===== src/rtl/pwm_ctrl_pkg.sv =====
// rtl/pwm_ctrl_pkg.sv - shared state encoding and default widths for the PWM ramp controller
package pwm_ctrl_pkg;

    localparam int CNT_W_DEF = 16;
    localparam int PPS_W_DEF = 8;

    typedef enum logic [1:0] {
        IDLE = 2'd0,
        HOLD = 2'd1,
        RAMP = 2'd2
    } state_e;

endpackage


===== src/rtl/pwm_step_calc.sv =====
// rtl/pwm_step_calc.sv - combinational saturating duty stepper, moves cur one step toward tgt
module pwm_step_calc
    import pwm_ctrl_pkg::*;
#(
    parameter int CNT_W = CNT_W_DEF
) (
    input  logic [CNT_W-1:0] cur,
    input  logic [CNT_W-1:0] tgt,
    input  logic [CNT_W-1:0] step,
    output logic [CNT_W-1:0] nxt
);

    localparam logic [CNT_W:0] ONE_X = {{CNT_W{1'b0}}, 1'b1};

    logic [CNT_W:0] step_eff;
    logic [CNT_W:0] up_sum;
    logic [CNT_W:0] dn_diff;

    // One extra bit so neither direction can wrap past the ends of the range.
    always_comb begin
        step_eff = (step == '0) ? ONE_X : {1'b0, step};
        up_sum   = {1'b0, cur} + step_eff;
        dn_diff  = {1'b0, cur} - step_eff;
        nxt      = cur;
        if (tgt > cur) begin
            nxt = (up_sum >= {1'b0, tgt}) ? tgt : up_sum[CNT_W-1:0];
        end else if (tgt < cur) begin
            nxt = (dn_diff[CNT_W] || (dn_diff <= {1'b0, tgt})) ? tgt : dn_diff[CNT_W-1:0];
        end
    end

endmodule


===== src/rtl/pwm_ramp_ctrl.sv =====
// rtl/pwm_ramp_ctrl.sv - PWM counter with shadowed period and duty ramping; PWM_RAMP_CTRL_SOFTSTART_EN ramps from 0 on run
module pwm_ramp_ctrl
    import pwm_ctrl_pkg::*;
#(
    parameter int CNT_W = CNT_W_DEF,
    parameter int PPS_W = PPS_W_DEF
) (
    input  logic             chosen_clk,
    input  logic             rst_n,
    input  logic             en,
    input  logic [CNT_W-1:0] period_in,
    input  logic [CNT_W-1:0] target_dc,
    input  logic [CNT_W-1:0] step,
    input  logic [PPS_W-1:0] pps,
    input  logic             load,
    output logic [CNT_W-1:0] counter,
    output logic [CNT_W-1:0] period_reg,
    output logic [CNT_W-1:0] dc_out,
    output logic             wrap,
    output logic             busy,
    output logic             done
);

    localparam logic [CNT_W-1:0] ONE     = {{(CNT_W-1){1'b0}}, 1'b1};
    localparam logic [PPS_W:0]   PPS_ONE = {{PPS_W{1'b0}}, 1'b1};
    localparam logic [PPS_W-1:0] WC_ONE  = {{(PPS_W-1){1'b0}}, 1'b1};

    state_e           state_q, state_d;
    logic [CNT_W-1:0] cnt_q, cnt_d;
    logic [CNT_W-1:0] period_q, period_d;
    logic [CNT_W-1:0] dc_q, dc_d;
    logic [CNT_W-1:0] tgt_q, tgt_d;
    logic [PPS_W-1:0] wcnt_q, wcnt_d;
    logic             wrap_q, wrap_d;
    logic             busy_q, busy_d;
    logic             done_q, done_d;

    logic             running;
    logic             last;
    logic [CNT_W-1:0] tgt_new;
    logic [CNT_W-1:0] step_nxt;
    logic [PPS_W:0]   pps_eff;
    logic             pps_hit;

    assign running = (state_q != IDLE);
    assign last    = running && ((period_q == '0) || (cnt_q == period_q - ONE));
    // A load in the same cycle as a step must already steer that step.
    assign tgt_new = load ? target_dc : tgt_q;
    assign pps_eff = (pps == '0) ? PPS_ONE : {1'b0, pps};
    assign pps_hit = (({1'b0, wcnt_q} + PPS_ONE) >= pps_eff);

    pwm_step_calc #(
        .CNT_W(CNT_W)
    ) u_step (
        .cur (dc_q),
        .tgt (tgt_new),
        .step(step),
        .nxt (step_nxt)
    );

    always_comb begin
        state_d  = state_q;
        cnt_d    = cnt_q;
        period_d = period_q;
        dc_d     = dc_q;
        tgt_d    = tgt_q;
        wcnt_d   = wcnt_q;
        done_d   = 1'b0;

        if (!en) begin
            state_d = IDLE;
            cnt_d   = '0;
            wcnt_d  = '0;
            if (state_q == IDLE) begin
                tgt_d = tgt_new;
            end
        end else begin
            tgt_d = tgt_new;
            if (running) begin
                if (last) begin
                    cnt_d    = '0;
                    period_d = period_in;
                end else begin
                    cnt_d = cnt_q + ONE;
                end
            end
            case (state_q)
                IDLE: begin
                    state_d  = HOLD;
                    cnt_d    = '0;
                    period_d = period_in;
                    wcnt_d   = '0;
`ifdef PWM_RAMP_CTRL_SOFTSTART_EN
                    dc_d = '0;
                    if (tgt_new != '0) begin
                        state_d = RAMP;
                    end
`endif
                end
                HOLD: begin
                    wcnt_d = '0;
                    if (load && (target_dc != dc_q)) begin
                        state_d = RAMP;
                    end
                end
                RAMP: begin
                    if (last) begin
                        if (pps_hit) begin
                            dc_d   = step_nxt;
                            wcnt_d = '0;
                        end else begin
                            wcnt_d = wcnt_q + WC_ONE;
                        end
                    end
                    if (dc_d == tgt_new) begin
                        state_d = HOLD;
                        wcnt_d  = '0;
                        done_d  = 1'b1;
                    end
                end
                default: state_d = IDLE;
            endcase
        end

        wrap_d = (state_d != IDLE) && ((period_d == '0) || (cnt_d == period_d - ONE));
        busy_d = (state_d == RAMP);
    end

    always_ff @(posedge chosen_clk or negedge rst_n) begin
        if (!rst_n) begin
            state_q  <= IDLE;
            cnt_q    <= '0;
            period_q <= '0;
            dc_q     <= '0;
            tgt_q    <= '0;
            wcnt_q   <= '0;
            wrap_q   <= 1'b0;
            busy_q   <= 1'b0;
            done_q   <= 1'b0;
        end else begin
            state_q  <= state_d;
            cnt_q    <= cnt_d;
            period_q <= period_d;
            dc_q     <= dc_d;
            tgt_q    <= tgt_d;
            wcnt_q   <= wcnt_d;
            wrap_q   <= wrap_d;
            busy_q   <= busy_d;
            done_q   <= done_d;
        end
    end

    assign counter    = cnt_q;
    assign period_reg = period_q;
    assign dc_out     = dc_q;
    assign wrap       = wrap_q;
    assign busy       = busy_q;
    assign done       = done_q;

endmodule


===== config.mk =====
export PLATFORM = sky130hd
export DESIGN_NAME = pwm_ramp_ctrl
export DESIGN_NICKNAME = d
export VERILOG_FILES = /design/src/rtl/pwm_ctrl_pkg.sv /design/src/rtl/pwm_step_calc.sv /design/src/rtl/pwm_ramp_ctrl.sv
export SDC_FILE = /design/constraint.sdc
export NUM_CORES = 1
export LEC_CHECK = 0
export BUFFER_PORTS_ARGS = -buffer_cell sky130_fd_sc_hd__buf_2
export CELL_PAD_IN_SITES_DETAIL_PLACEMENT = 0
export CELL_PAD_IN_SITES_GLOBAL_PLACEMENT = 2
export CORE_MARGIN = 4
export CORE_UTILIZATION = 30
export CTS_CLUSTER_SIZE = 28
export DETAILED_ROUTE_END_ITERATION = 16
export PLACE_DENSITY = 0.68
export SETUP_SLACK_MARGIN = 0.1
export SLEW_MARGIN = 10
export SYNTH_ARGS = -nofsm -noshare
export SYNTH_HDL_FRONTEND = slang
export SYNTH_HIERARCHICAL = 1
export SYNTH_SLANG_ARGS = --single-unit

===== constraint.sdc =====
create_clock -name chosen_clk -period 6.35 [get_ports chosen_clk]
set_input_delay 0.635 -clock chosen_clk [delete_from_list [all_inputs] [get_ports chosen_clk]]
set_output_delay 0.635 -clock chosen_clk [all_outputs]
set_load 0.05 [all_outputs]

# After elaboration in Yosys (flattened, before gate mapping)
# Cells that the tools add are included.
# W data, S select, Z words.
[totals] input_bits=60 reg_bits=77 word_cells=80
[classes] n_eq_ne=9 n_reduce_logical=17 muxes=33 order_cmp=5 addsub=7
[op_table] op="$mux W16" n=20
[op_table] op="$eq A16 B16 Y1" n=3
[op_table] op="$logic_not A16 Y1" n=3
[op_table] op="$mux W8" n=5
[op_table] op="$sub A16 B1 Y16 const B" n=2
[op_table] op="$add A16 B17 Y17" n=1
[op_table] op="$ge A17 B16 Y1" n=1
[op_table] op="$le A17 B16 Y1" n=1
[op_table] op="$sub A16 B17 Y17" n=1
[op_table] op="$add A16 B1 Y16 const B" n=1
[op_table] op="$gt A16 B16 Y1" n=1
[op_table] op="$lt A16 B16 Y1" n=1
[op_table] op="$ne A16 B16 Y1" n=1
[op_table] op="$pmux W8 S2" n=1
[op_table] op="$add A8 B1 Y9 const B" n=1
[op_table] op="$ge A9 B8 Y1" n=1
[op_table] op="$add A8 B1 Y8 const B" n=1
[op_table] op="$logic_not A8 Y1" n=1
[op_table] op="$mux W2" n=3
[op_table] op="$pmux W2 S3" n=1
[op_table] op="$reduce_bool A2 Y1" n=3
[op_table] op="$eq A2 B2 Y1 const B" n=2
[op_table] op="$ne A4 B4 Y1 const B" n=1
[op_table] op="$reduce_and A2 Y1" n=2
[op_table] op="7 further kinds" n=13

# Longest topological paths before layout
# Gate-level depths: netlist of run 1.
[depth] depth_word=18 depth_mapped=28

# Hierarchy
# The synthesis of run 1 kept the hierarchy.
[modules_own_cells] mod="pwm_ramp_ctrl" cells_each=669 area_each_um2=5844.4 instances=1
[modules_own_cells] mod="pwm_step_calc" cells_each=505 area_each_um2=3588.4 instances=1

# Worst setup path after synthesis of run 1
# No wires, ideal clock.
[synth_path] kind="in2reg" from="input port step[9]" to="register wcnt_q[5]" setup_slack_ns=0.506 required_ns=6.206 arrival_ns=5.701 n_path_buf=1 path_stages=26 cell_sequence="nor4_1 -> a41o_1 -> ha_1 -> inv_1 -> fa_1 -> o21bai_1 -> a211oi_1 -> o21a_1 -> o31ai_1 -> mux2i_1 -> o2111ai_1 -> ha_1 -> a211oi_1 -> nand4_1 -> a21oi_1 -> o31a_1 -> and2_1 -> clkbuf_1 -> nand3_1 -> a41oi_1 -> mux2i_1 -> xnor2_1 -> nor4_1 -> nand4_1 -> a32oi_2 -> o221ai_1"
[synth_between] elab_chain_cells=16 elab_cells_between_ends=21 cone_classes="add/sub: 2; order compare: 2; eq/ne: 2; mux: 12; reduce/logical: 3"
[synth_lines] element="start, declared" line="pwm_ramp_ctrl.sv:13" source="input logic [CNT_W-1:0] step,"
[synth_lines] element="$logic_not A16 Y1" line="pwm_step_calc.sv:21" source="step_eff = (step == '0) ? ONE_X : {1'b0, step};"
[synth_lines] element="$mux W16 (*)" line="pwm_step_calc.sv:21"
[synth_lines] element="$sub A16 B17 Y17" line="pwm_step_calc.sv:23" source="dn_diff = {1'b0, cur} - step_eff;"
[synth_lines] element="$le A17 B16 Y1" line="pwm_step_calc.sv:28" source="nxt = (dn_diff[CNT_W] || (dn_diff <= {1'b0, tgt})) ? tgt : dn_diff[CNT_W-1:0];"
[synth_lines] element="$logic_or A1 B1 Y1" line="pwm_step_calc.sv:28"
[synth_lines] element="$mux W16" line="pwm_step_calc.sv:28"
[synth_lines] element="$mux W16" line="pwm_step_calc.sv:27" source="end else if (tgt < cur) begin"
[synth_lines] element="$mux W16 (*)" line="pwm_step_calc.sv:25" source="if (tgt > cur) begin"
[synth_lines] element="net step_nxt[10]" line="pwm_ramp_ctrl.sv:41" source="logic [CNT_W-1:0] step_nxt;"
[synth_lines] element="$mux W16 (*)" line="pwm_ramp_ctrl.sv:108" source="if (pps_hit) begin"
[synth_lines] element="$mux W16 (*)" line="pwm_ramp_ctrl.sv:107" source="if (last) begin"
[synth_lines] element="$mux W16 (*)" line="pwm_ramp_ctrl.sv:87" source="case (state_q)"
[synth_lines] element="$mux W16 (*)" line="pwm_ramp_ctrl.sv:70" source="if (!en) begin"
[synth_lines] element="$eq A16 B16 Y1 (*)" line="pwm_ramp_ctrl.sv:115" source="if (dc_d == tgt_new) begin"
[synth_lines] element="$mux W8" line="pwm_ramp_ctrl.sv:115"
[synth_lines] element="$pmux W8 S2" line="pwm_ramp_ctrl.sv:87"
[synth_lines] element="$mux W8" line="pwm_ramp_ctrl.sv:70"
[synth_lines] element="end signal, assigned" line="pwm_ramp_ctrl.sv:146" source="wcnt_q <= wcnt_d;"
[synth_lines] element="end, declared" line="pwm_ramp_ctrl.sv:33" source="logic [PPS_W-1:0] wcnt_q, wcnt_d;"
# The timed path passes the listed nets; every way through them passes the cells marked *. The select of a mux whose other input is x is not followed.
# A chain may end at the register's enable or synchronous reset.

# Final worst setup path of run 1
[layout_path] from="input port step[9]" to="register wcnt_q[4]"
# The elaborated chain is that of the path after synthesis.

==> results by group, run 1 <==
Run
  • Max cap viols: 0

Place
  • I/O Buffers: 110
  • Placed cell count: 1699
  • Placer Congestion: 0.889
  • Detail Placement HPWL: 27.0 mm

Setup path
  • Crit path arrival time: 6.35 ns
  • CP endpoint kind: flip-flop
  • Flop2flop setup slack: 0.45 ns
  • CP required: 6.62 ns
  • Crit path max fanout: 5
  • Reg2Reg Depth: 16
  • Crit start category: input pin
  • Critical path type: input pin to flip-flop
  • Reg-to-Reg End: wrap$_DFF_PN0_
  • Worst path slowest cell: fa_2
  • Worst path max stage delay: 0.36 ns
  • Most frequent CP cell: buf_4
  • R2R Path Start: period_reg[10]$_DFF_PN0_

Clocking
  • Clk slew on worst S/H paths: 0.07 ns
  • Root buffer cell: clkbuf_16
  • CTS sink count: 77
  • Clk buf depth: 2
  • TritonCTS clock tree: built
  • Worst-Skew Late Latency: 0.36 ns
  • Clock buffer count from CTS: 9
  • H-tree Lvls: 3
  • Hold-fix buffers at CTS: 0

Yosys
  • Most frequent cell after synthesis: inv_1
  • Post-Syn Nets: 1332
  • Synth Flop Type: dfrtp_1
  • FF+latch count, synth: 77
  • Synth top area share: 20.4%
  • Post-synth EDFFs: 0
  • Mapped cell area: 9430 um2
  • Synth unique cells: 89
  • Synth Instances: 1174
  • Sequential fraction of the synthesis area: 20.4%
  • Commonest cells in the netlist: inv_1 (107), nand2_1 (97), ha_1 (96)
  • Yosys top cell by area: dfrtp_1
  • Synth async-reset ratio: 100%
  • Area contributors post-synth: dfrtp_1 (20%), ha_1 (13%), xnor2_1 (6.5%)
  • Ys Warns: 6
  • Syn Area/Cell: 8.03 um2

Die
  • Full die area: 34300 um2
  • # rows: 64
  • Die W: 185 um
  • Ports: 111
  • Initial Util: 30.6%
  • Core area: 30800 um2
  • Die boundary height: 185 um

Pwr
  • PwrDens: 188 nW/um2
  • Maximum vdd drop: 121 uV
  • Total chip power: 0.00216 W
  • Pleak: 5.37 nW

Timing
  • Worst Tran Pin Value: 1.17 ns
  • Fmax: 0.164 GHz
  • Total Neg Setup Slack: 0 ns
  • Max-slew violation count: 0
  • Final Hold Viols: 0
  • Period utilization: 95.8%
  • RSZ-0062 raised after global routing: yes
  • Tmin final: 6.08 ns
  • Final setup fails: 0
  • Worst slew margin: 21.6%
  • Clock Skew: 0.0148 ns

GRT
  • Largest net degree at the start of global routing: 56
  • Vias in the first global route: 8886
  • GRT overflow: 0
  • First-pass GRT wire length: 51.5 mm
  • Tot GR Track Use: 19.4%
  • Antenna violations before repair: 1

Layout
  • Non-Filler Instances: 1729
  • Ratio of cells with drive above 1 in the final layout: 23.5%
  • Antenna fix cells: 0
  • Area Overhead vs Synth: 21.6%
  • Layout Nets: 1486

Routing
  • ANT nets after route: 0
  • Post-route DRC: 0
  • First-pass detailed-route iteration total: 4
  • Detailed Route Iter0 Violations: 467
  • Wire per inst: 19.4 um
  • DR vias: 8974
  • Vias per inst: 5.19
  • Post-Route WL: 33.5 mm

Hold path
  • Worst hold path class: input pin to async pin

Outcome
  • Outcome: finished clean
## critical path, delay by kind of cell
kind / cells / cell delay, ns
adder cells (fa/ha/maj): 3 / 0.78
AND/OR/NAND/NOR: 5 / 1.02
XOR/XNOR: 1 / 0.14
AO/OA/AOI/OAI: 11 / 2.12
multiplexers: 4 / 0.91
buffers and inverters: 6 / 0.73
## report_power, final
part	total [W]	switching [W]	leakage [nW]	internal [W]
logic	0.00103	0.000611	4.23	0.000417
registers	0.000612	0.0000779	1.00	0.000534
clock network	0.000516	0.000242	0.134	0.000275
## worst max path at each step
| stage | start | to | slack [ns] | depth (start not counted) |
|---|---|---|---|---|
| CTS | step[12] | wcnt_q[4]$_DFFE_PN0P_ | 0.10 | 31 |
| global route | step[9] | wcnt_q[4]$_DFFE_PN0P_ | -0.08 | 31 |
| detailed placement | step[9] | wcnt_q[4]$_DFFE_PN0P_ | -0.53 | 30 |
| global placement | step[9] | wcnt_q[4]$_DFFE_PN0P_ | -0.35 | 30 |
| finish | step[9] | wcnt_q[4]$_DFFE_PN0P_ | 0.27 | 30 |
| floorplan | step[9] | wcnt_q[5]$_DFFE_PN0P_ | 0.51 | 26 |
## timing repair
item / 4_1_cts / 5_1_grt
resized for setup: 24 / 40
setup endpoints to repair: 12 / 12
hold endpoints to repair: 0 / 0
pin swaps: 23 / 36
buffers inserted: 7 / 7
## per-stage QoR
stage               util [%]  instance area (um2)  setup WS, ns  hold WS (ns)
CTS                     36.4                11200         0.100         0.222
global placement        35.0                10800        -0.347         0.507
floorplan                  -                 9430         0.506         0.339
global route            37.2                11500       -0.0826         0.240
finish                  37.2                11500         0.266         0.218
detailed placement      35.0                10800        -0.531         0.519
## layer usage
| metal | vias to the layer above | wire length (um) | GRT usage (%) | part of all wire, % |
|---|---|---|---|---|
| li1 | 4487 | - | - | - |
| met1 | 4320 | 16000 | 26.7 | 48 |
| met4 | 2 | 403 | 3.52 | 1.2 |
| met3 | 26 | 908 | 2.40 | 2.7 |
| met2 | 139 | 16200 | 32.8 | 48 |
| met5 | - | 12 | 0 | 0.036 |
## layout make-up
cell class                      instances  area (um2)
Clock buffer                           10         239
Clock inverter                          6        38.8
Timing Repair Buffer                  212        1370
Fill cell                            3310       19400
Multi-Input combinational cell        920        6990
Tap cell                              396         495
Inverter                              108         405
Sequential cell                        77        1930
## cells by family (layout without fill, tap and decap cells)
| kind of cell | Yosys count | count (layout) | synth area share (%) |
|---|---|---|---|
| muxes | 77 | 77 | 8.50 |
| adders and majority gates | 98 | 98 | 13.2 |
| buffers and inverters | 177 | 336 | 7.99 |
| xor gates and xnor gates | 111 | 111 | 10.3 |
| AOI/OAI and AO/OA | 246 | 246 | 18.5 |
| and+or+nand+nor | 388 | 388 | 21.1 |
| DFF | 77 | 77 | 20.4 |
## cells in the final DEF, fill, tap and decap left out, types with 6 or more instances in the layout
cell type and count:
o211ai_1 17, clkbuf_16 9, nand2_1 96, and3_1 6
nor3_1 32, o21a_1 10, xor2_1 41, nor2b_1 16
nand3b_1 6, nor4_1 21, a211oi_1 12, and4_1 8
mux2_2 21, a21oi_1 59, or3_1 13, buf_2 107
dfrtp_1 77, o21ai_1 7, mux2i_1 50, nand3_1 33
nand4_1 17, a31oi_1 10, nor2_1 86, a21o_1 13
buf_6 10, inv_1 106, nand2b_1 12, o31ai_1 6
xnor2_1 67, ha_1 94, o21ai_0 32, buf_4 94
o22ai_1 8
Power figures use the tool's default switching activity.
==> inputs of run 2 (changes only) <==
PLACE_DENSITY = default   (was 0.68)
PLACE_DENSITY_LB_ADDON = 0.1   (was default)
clock period = 5 ns   (was 6.35 ns; I/O delays follow)
==> run 2 against run 1 <==
Net effect:
- the flow now finishes with violations (setup timing)
- combinational power rose by 41%
- first-iteration DRC count is 30% higher
- sequential cell count unchanged
- final cell count rose by 8.3%
- global-route usage grew 1.2 points
- count of clock-buffer cells in the layout increased by 1
- total power up 37%
- clock power is 46% higher
- non-clock buffer count rose by 144
- via count is 7.0% higher
- critical path type unchanged
- critical endpoint unchanged
==> results by group, run 2 (synthesized netlist as in run 1, its figures left out) <==
Clocking
  • Clock buffer count from CTS: 9 (unchanged)
  • H-tree Lvls: 3 (unchanged)
  • Clk slew on worst S/H paths: 0.07 ns (about the same)
  • Worst-Skew Late Latency: 0.35 ns (about the same)
  • TritonCTS clock tree: built
  • Hold-fix buffers at CTS: 0 (unchanged)
  • CTS sink count: 77 (unchanged)
  • Clk buf depth: 2 (unchanged)
  • Root buffer cell: clkbuf_16

Outcome
  • Outcome: finished, violations left
  • Failing checks: setup timing

Pwr
  • Total chip power: 0.00296 W (+37%)
  • Maximum vdd drop: 157 uV (+29%)
  • PwrDens: 233 nW/um2 (+24%)
  • Pleak: 6.13 nW (+14%)

Setup path
  • Reg2Reg Depth: 25 (+9)
  • Critical path type: input pin to flip-flop
  • Most frequent CP cell: mux2i_1
  • Flop2flop setup slack: -1.00 ns (-1.45 ns)
  • Worst path max stage delay: 0.39 ns (+0.03 ns)
  • Crit path arrival time: 6.45 ns (+0.10 ns)
  • CP endpoint kind: flip-flop
  • CP required: 5.27 ns (-1.35 ns)
  • Worst path slowest cell: fa_2
  • Crit start category: input pin
  • Crit path max fanout: 8 (+3)

Routing
  • Post-Route WL: 36.2 mm (+7.9%)
  • Post-route DRC: 0 (unchanged)
  • DR vias: 9604 (+7.0%)
  • Detailed Route Iter0 Violations: 609 (+30%)
  • Vias per inst: 5.13 (-1.2%)
  • First-pass detailed-route iteration total: 5 (+1)
  • Wire per inst: 19.3 um (-0.42%)
  • ANT nets after route: 0 (unchanged)

Layout
  • Leading cell type in the layout, fill and taps excluded: buf_4
  • Ratio of cells with drive above 1 in the final layout: 32.0% (+8.5 points)
  • Commonest cells after routing, fill and taps aside: buf_4 (242), buf_2 (107), inv_1 (104)
  • Area Overhead vs Synth: 34.7%
  • Layout Nets: 1630 (+9.7%)
  • Antenna fix cells: 0 (unchanged)

GRT
  • Met3 GRT Util: 2.59% (+0.20 points)
  • M2 GR Usage: 31.8% (-1.0 points)
  • Largest net degree at the start of global routing: 42 (-25%)
  • First-pass GRT wire length: 54.6 mm (+6.1%)
  • Met1 Usage GRT: 31.0% (+4.2 points)
  • Busiest grt layer: met2
  • Antenna violations before repair: 0 (-1)
  • GRT overflow: 0 (unchanged)
  • Vias in the first global route: 9330 (+5.0%)
  • Tot GR Track Use: 20.6% (+1.2 points)

Timing
  • Worst Tran Pin Value: 0.983 ns (-0.185 ns)
  • Period utilization: 124%
  • Setup slack after layout: -1.18 ns (-1.45 ns)
  • Final setup fails: 16 (+16)
  • Worst slew margin: 34.3% (+13 points)
  • Max-slew violation count: 0 (unchanged)
  • Fmax: 0.162 GHz
  • Total Neg Setup Slack: -13.55 ns (-13.55 ns)
  • RSZ-0062 raised after global routing: yes
  • Final Hold Viols: 0 (unchanged)
  • Tmin final: 6.18 ns
  • Clock Skew: 0.0148 ns (+0.0000197 ns)

Place
  • Placer Congestion: 0.878 (-1.3%)
  • Detail Placement HPWL: 29.7 mm (+10%)
  • I/O Buffers: 110 (unchanged)

Run
  • Max cap viols: 0 (unchanged)

Hold path
  • Worst hold path class: input pin to async pin

Die
  • Core area: 30800 um2 (unchanged)
  • # rows: 64 (unchanged)
  • Die boundary height: 185 um (unchanged)
  • Ports: 111 (unchanged)
  • Die W: 185 um (unchanged)
  • Initial Util: 30.6% (unchanged)
  • Full die area: 34300 um2 (unchanged)
==> run 2: area by class of cell <==
cell class                      instances  area [um2]
Timing Repair Buffer                  356        2480
Multi-Input combinational cell        920        7060
Fill cell                            3177       18100
Clock inverter                          5        85.1
Clock buffer                           11         243
Inverter                              108         405
Sequential cell                        77        1940
Tap cell                              396         495
==> run 2: stage by stage <==
step | hold WS [ns] | util (%) | area (um2) | cells | setup WS, ns
after floorplan | 0.204 | - | 9550 | 1174 | -0.389
after global placement | 0.509 | 39.0 | 12000 | 1843 | -2.03
after detailed placement | 0.516 | 39.0 | 12000 | 1843 | -2.07
after CTS | 0.153 | 40.5 | 12500 | 1862 | -1.10
after global routing | 0.160 | 41.2 | 12700 | 1873 | -1.31
final | 0.123 | 41.2 | 12700 | 1873 | -1.18
==> run 2: path summary, 6_finish.rpt <==
kind,end,start
worst min register to register,tgt_q[12]$_DFFE_PN0P_,tgt_q[12]$_DFFE_PN0P_
worst min-delay path,dc_out[3]$_DFFE_PN0P_,rst_n
max in group asynchronous,period_reg[6]$_DFF_PN0_,rst_n
min in group chosen_clk,period_reg[14]$_DFF_PN0_,period_in[14]
worst max register to register,wcnt_q[4]$_DFFE_PN0P_,dc_out[4]$_DFFE_PN0P_
worst max-delay path,wcnt_q[4]$_DFFE_PN0P_,step[2]
==> run 2: repair_timing <==
| action | CTS | global route |
|---|---|---|
| buffers inserted | 3 | 11 |
| gates resized for setup | 24 | 28 |
| endpoints found under the hold margin | 0 | 0 |
| pin swaps | 21 | 20 |
| endpoints found under the setup margin | 29 | 28 |
==> run 2: power breakdown <==
part	switching (W)	internal [W]	total (W)
Sequential	0.0000751	0.000682	0.000757
Clock	0.000298	0.000454	0.000752
Combinational	0.000852	0.000602	0.00145
==> run 2: layer usage <==
layer  part of all wire, %  up-vias  routed length [um]
met5                     0        -                   0
met4                   1.4        0                 493
met3                   4.4       30                1580
met2                    44      233               15900
met1                    50     4563               18200
li1                      -     4778                   -
==> run 2: critical path, delay by kind of cell <==
| family | cells | cell delay (ns) |
|---|---|---|
| muxes | 3 | 0.55 |
| adders and majority gates | 3 | 0.83 |
| and+or+nand+nor | 6 | 1.37 |
| buffers and inverters | 5 | 0.65 |
| xor gates and xnor gates | 1 | 0.18 |
| AOI/OAI and AO/OA | 11 | 2.37 |
